--- src/rtl/starfield_mixer.sv ---
// rtl/starfield_mixer.sv - two-stage starfield/foreground/background pixel mixer
// Config registers are CPU-writable at any time; the pixel path only moves on en.
module starfield_mixer (
    input  logic       clk,
    input  logic       rst,
    input  logic       en,
    input  logic       hblank,
    input  logic       vblank,
    input  logic       sf_on,
    input  logic [7:0] sf_star,
    input  logic       fg_on,
    input  logic [7:0] fg_r,
    input  logic [7:0] fg_g,
    input  logic [7:0] fg_b,
    input  logic       write,
    input  logic [1:0] addr,
    input  logic [7:0] data_in,
    output logic [7:0] r,
    output logic [7:0] g,
    output logic [7:0] b,
    output logic       hblank_out,
    output logic       vblank_out
);
    logic [7:0] ctrl_q, thresh_q, bg_q, frame_cnt_q;
    logic [2:0] tint_q;
    logic       prev_vblank_q;

    logic       s1_hblank_q, s1_vblank_q, s1_sf_on_q, s1_fg_on_q;
    logic [7:0] s1_star_q, s1_fg_r_q, s1_fg_g_q, s1_fg_b_q;

    logic [7:0] r_q, g_q, b_q, r_d, g_d, b_d;
    logic       hblank_out_q, vblank_out_q;

    logic star_en, twinkle_en, stars_behind, twinkle_hit, star_vis;
    logic unused_ctrl;

    assign star_en      = ctrl_q[0];
    assign twinkle_en   = ctrl_q[1];
    assign stars_behind = ctrl_q[2];
    assign unused_ctrl  = ^ctrl_q[7:3];

    // Twinkle phase steps every fourth frame, matched against the star's low bits.
    assign twinkle_hit = twinkle_en && (s1_star_q[2:0] == frame_cnt_q[4:2]);
    assign star_vis    = star_en && s1_sf_on_q && (s1_star_q >= thresh_q) && !twinkle_hit;

    always_comb begin
        r_d = bg_q;
        g_d = bg_q;
        b_d = bg_q;
        if (s1_hblank_q || s1_vblank_q) begin
            r_d = 8'h00;
            g_d = 8'h00;
            b_d = 8'h00;
        end else if (s1_fg_on_q && stars_behind) begin
            r_d = s1_fg_r_q;
            g_d = s1_fg_g_q;
            b_d = s1_fg_b_q;
        end else if (star_vis) begin
            r_d = tint_q[2] ? s1_star_q : 8'h00;
            g_d = tint_q[1] ? s1_star_q : 8'h00;
            b_d = tint_q[0] ? s1_star_q : 8'h00;
        end else if (s1_fg_on_q) begin
            r_d = s1_fg_r_q;
            g_d = s1_fg_g_q;
            b_d = s1_fg_b_q;
        end
    end

    always_ff @(posedge clk) begin
        if (rst) begin
            ctrl_q        <= 8'h05;
            tint_q        <= 3'b111;
            thresh_q      <= 8'h00;
            bg_q          <= 8'h00;
            frame_cnt_q   <= 8'h00;
            prev_vblank_q <= 1'b0;
            s1_hblank_q   <= 1'b0;
            s1_vblank_q   <= 1'b0;
            s1_sf_on_q    <= 1'b0;
            s1_fg_on_q    <= 1'b0;
            s1_star_q     <= 8'h00;
            s1_fg_r_q     <= 8'h00;
            s1_fg_g_q     <= 8'h00;
            s1_fg_b_q     <= 8'h00;
            r_q           <= 8'h00;
            g_q           <= 8'h00;
            b_q           <= 8'h00;
            hblank_out_q  <= 1'b0;
            vblank_out_q  <= 1'b0;
        end else begin
            if (write) begin
                case (addr)
                    2'd0:    ctrl_q   <= data_in;
                    2'd1:    tint_q   <= data_in[2:0];
                    2'd2:    thresh_q <= data_in;
                    default: bg_q     <= data_in;
                endcase
            end
            if (en) begin
                s1_hblank_q   <= hblank;
                s1_vblank_q   <= vblank;
                s1_sf_on_q    <= sf_on;
                s1_fg_on_q    <= fg_on;
                s1_star_q     <= sf_star;
                s1_fg_r_q     <= fg_r;
                s1_fg_g_q     <= fg_g;
                s1_fg_b_q     <= fg_b;
                r_q           <= r_d;
                g_q           <= g_d;
                b_q           <= b_d;
                hblank_out_q  <= s1_hblank_q;
                vblank_out_q  <= s1_vblank_q;
                prev_vblank_q <= vblank;
                if (vblank && !prev_vblank_q) begin
                    frame_cnt_q <= frame_cnt_q + 8'd1;
                end
            end
        end
    end

    assign r          = r_q;
    assign g          = g_q;
    assign b          = b_q;
    assign hblank_out = hblank_out_q;
    assign vblank_out = vblank_out_q;
endmodule

--- config.mk ---
export PLATFORM = sky130hd
export DESIGN_NAME = starfield_mixer
export DESIGN_NICKNAME = d
export VERILOG_FILES = /design/src/rtl/starfield_mixer.sv
export SDC_FILE = /design/constraint.sdc
export NUM_CORES = 1
export LEC_CHECK = 0
export ABC_AREA = 1
export CELL_PAD_IN_SITES_DETAIL_PLACEMENT = 1
export CELL_PAD_IN_SITES_GLOBAL_PLACEMENT = 1
export CORE_ASPECT_RATIO = 0.9
export CORE_MARGIN = 2
export CORE_UTILIZATION = 45
export CTS_CLUSTER_DIAMETER = 60
export CTS_CLUSTER_SIZE = 40
export DETAILED_ROUTE_END_ITERATION = 7
export DONT_BUFFER_PORTS = 1
export GPL_ROUTABILITY_DRIVEN = 0
export PLACE_DENSITY_LB_ADDON = 0.1
export SLEW_MARGIN = 20
export SYNTH_ARGS = -nofsm -noshare
export SYNTH_HDL_FRONTEND = slang
export SYNTH_SLANG_ARGS = --single-unit
export TNS_END_PERCENT = 5
--- constraint.sdc ---
create_clock -name clk -period 1.9 [get_ports clk]
set_input_delay 0 -clock clk [delete_from_list [all_inputs] [get_ports clk]]
set_output_delay 0 -clock clk [all_outputs]
set_load 0.02 [all_outputs]
==> results by group <==
STA
  – Layout Skew: 0.00865 ns
  – Minimum clock period: 1.91 ns
  – Tcrit/Tclk final: 101%
  – RSZ-0062 raised after global routing: yes
  – Worst-margin pin slew: a little under 0.6 ns
  – Slew Limit Fails: 0
  – Max Fclk: between 500 and 600 MHz
  – Relative slew margins: between 60% and 70%
  – Final setup viols: 1
  – Setup slack after layout: -0.0122 ns
  – Hold Vio Cnt, Final: 0
  – Worst Hold Margin: 0.0419 ns

Drt
  – Via density: roughly 5.5
  – Final WL: around 15 mm
  – DR iter-0 viols: 252
  – Drt pass-1 iters: 5
  – DRC Markers: 0
  – Via count: 4493
  – Routed len/inst: ~19 µm
  – Routed Antenna Nets: 0

Power and ir drop
  – Maximum VDD drop: around 570 µV
  – Int Pwr: 3.28 mW
  – Pwr dens: between 800 and 900 nW/µm²
  – Sw Ratio: 30.4%
  – Leak pwr: roughly 2.4 nW
  – Switching power: around 1.4 mW
  – Flop pwr share: 44.8%
  – Combinational share of power: a little under a quarter
  – Clock power share: between 30% and 40%

Yosys
  – Synthesized instance count: about 630
  – Leading area contributor after synthesis: dfxtp_1
  – Ys Warns: 0
  – Post-synth EDFFs: 0
  – Mapped Area: 4410 µm²
  – Synthesized Nets: approximately 690
  – Synth top area cells: dfxtp_1 (40%), a21oi_1 (11%), nand2_1 (9.7%), inv_1 (6.9%), o21ai_0 (6.6%)
  – Async S/R FF share, synth: 0%
  – Sequential area share after synthesis: 40.4%
  – Post-synth top area share: slightly above 40%
  – Number of synthesized register bits: 89
  – Ys flop type: dfxtp_1
  – Yosys cell types: 27
  – Avg Inst Size Synth: ~7 µm²

Worst hold path
  – Hold depth: 3
  – Worst Min Path Start: addr[1]
  – Hold endpoint: bg_q[0]
  – Hold WC Path Type: input port to register

Critical path
  – Worst endpoint required time: 2.19 ns
  – Critical Path Fanout Max: 6
  – Worst setup SP type: register
  – Slowest stage delay, CP: 0.34 ns
  – CP dominant cell by count: nand3_1
  – Capturing point of the worst reg2reg path: g[0]
  – Slowest CP cell: dfxtp_2
  – Setup Crit Path Kind: register to register
  – R2R Path Start: thresh_q[5]
  – Top cell family by delay on the critical path: simple AND/OR/NAND/NOR gates
  – WP buf/inv: 2
  – CP Cell Sequence: inv_2, ha_4, nand2_2, nor2_4, nand4_1, nand3_4, clkbuf_16, nand3_1, nand3_1, nand2_1, a21oi_2
  – CP Capture Type: register
  – Levels on crit path: 11
  – Worst reg2reg path depth: 11
  – Worst EP arrival: 2.20 ns
  – Reg2reg setup slack: -0.01 ns

Global route
  – First-pass GRT wire length: 22.3 mm
  – Global route overflow: 0
  – Number of global-route vias before repair: between 4000 and 5000
  – Total Routing Usage GR: 26.6%
  – Initial antenna violation count: 1
  – Largest net degree at the start of global routing: 87

Placed design
  – IO Port Bufs: 0
  – DP HPWL: between 9 and 10 mm

Die
  – Die Span Y: ~98 µm
  – Standard-cell rows: 34
  – DIE AREA: about 11000 µm²
  – Core area: 9610 µm²
  – Die Wd: 108 µm
  – Initial Utilization: between 40% and 50%
  – # IOs: 76

Run status
  – Status: finished, violations left
  – Failing checks: negative setup slack

CTS
  – Skew-Pair Late Insertion Delay: approximately 0.35 ns
  – Root Buffer: clkbuf_8
  – H-tree levels: 3
  – CTS tree: done
  – Max clock buf depth: 2
  – CTS buffer count: 9
  – Clk pin slew, worst setup/hold paths: 0.09 ns
  – CTS sink count: 89

Layout
  – Synth-to-Final Area Change: 28.4%
  – Utilization after layout: roughly three fifths
  – Final nets: roughly 750
  – Fraction of layout cells with a size suffix above 1: roughly 16%

Job
  – Max Cap Viol: 0
-- through the flow --
step	setup WS [ns]	setup TNS [ns]	cells	cell area [µm²]	power [mW]
2_1_floorplan	0.244	0	632	4410	2.69
3_3_place_gp	0.0562	0	736	4560	2.86
3_5_place_dp	-0.00535	-0.00535	736	4560	2.90
4_1_cts	0.0113	0	810	5410	4.55
5_1_grt	-0.0872	-1.32	816	5660	4.91
6_report	-0.0122	-0.0122	817	5660	4.71
-- tightest hold or removal path: stages --
cell and delay (ns):
nand3_1 0.06, buf_4 0.20, a21oi_1 0.08
-- layer usage --
metal,up-vias,track usage [%],share of wire [%]
met5,-,0,0
met4,0,8.97,1.4
met3,15,5.41,4.5
met2,119,46.9,51
met1,2203,32.0,43
li1,2156,-,-
-- cells in the final DEF (no fill, tap or decap), types with 2 or more instances in the layout --
| cell type | netlist | layout |
|---|---|---|
| nor2_1 | 41 | 39 |
| buf_4 | 1 | 15 |
| nand2_1 | 114 | 109 |
| a21oi_2 | 20 | 22 |
| o21ai_0 | 58 | 58 |
| nand3_1 | 53 | 50 |
| ha_4 | 0 | 6 |
| nor2_2 | 1 | 2 |
| ha_1 | 9 | 2 |
| nor2_4 | 1 | 2 |
| nand4_1 | 2 | 2 |
| bufinv_16 | 0 | 3 |
| dfxtp_2 | 0 | 8 |
| clkbuf_8 | 0 | 9 |
| nand3_2 | 3 | 5 |
| nand2_2 | 12 | 17 |
| inv_1 | 81 | 75 |
| clkbuf_16 | 0 | 2 |
| inv_2 | 1 | 7 |
| nand2_8 | 0 | 2 |
| dfxtp_1 | 89 | 81 |
| a21oi_1 | 99 | 97 |
| dlygate4sd3_1 | 0 | 58 |
| dlymetal6s4s_1 | 0 | 2 |
| buf_12 | 1 | 6 |
-- sequential cells by signal (all words and copies together), names as in the netlist, 3 cells and up --
register,count
frame_cnt_q,5
r,8
g,8
bg_q,8
thresh_q,8
s1_fg_b_q,8
s1_fg_g_q,8
tint_q,3
s1_fg_r_q,8
ctrl_q,3
s1_star_q,8
b,8
-- power groups by stage --
stage / clock network [mW] / logic (mW) / registers (mW)
2_1_floorplan: 0 / 0.582 / 2.11
3_3_place_gp: 0 / 0.724 / 2.14
3_5_place_dp: 0 / 0.758 / 2.14
4_1_cts: 1.56 / 0.890 / 2.10
5_1_grt: 1.62 / 1.17 / 2.12
6_report: 1.53 / 1.07 / 2.11
-- cell families after synthesis --
family                     Yosys count  share of synthesized area [%]
xor gates and xnor gates             1                          0.199
buffers and inverters              122                           11.7
DFF                                 89                           40.4
and+or+nand+nor                    231                           22.9
adders and majority gates            9                           2.55
AOI/OAI and AO/OA                  180                           22.3
-- synthesized netlist by cell type (3+ instances only) --
library cell / n
nor2_1: 41
nand2_2: 12
buf_2: 5
nand3_1: 53
a21oi_1: 99
clkbuf_1: 29
ha_1: 9
o21ai_0: 58
buf_6: 4
inv_1: 81
nand3_2: 3
nand2_1: 114
a21oi_2: 20
dfxtp_1: 89
-- worst max path at each step --
stage | startpoint | end | slack (ns)
final | thresh_q[5] | g[0] | -0.01
after global routing | thresh_q[5] | g[0] | -0.09
after floorplan | thresh_q[7] | r[2] | 0.24
after global placement | thresh_q[7] | b[0] | 0.06
after detailed placement | thresh_q[5] | b[7] | -0.005
after CTS | addr[0] | ctrl_q[0] | 0.01
-- area by class of cell --
class,count,area [µm²]
fill,1183,3950
multi-input combinational,422,2290
sequential,89,1790
timing repair buffer,84,900
inverter,82,308
tap,126,158
clock buffer,9,124
clock inverter,4,95.1
antenna,1,2.50
-- what timing repair did --
| item | in CTS | in global routing |
|---|---|---|
| buffers inserted | 0 | 2 |
| endpoints found under the setup margin | 2 | 27 |
| endpoints found under the hold margin | 88 | 0 |
| gates cloned | 0 | 4 |
| hold buffers | 61 | 0 |
| resized for setup | 1 | 39 |
| pin swaps | 0 | 23 |
Power figures use the tool's default switching activity.
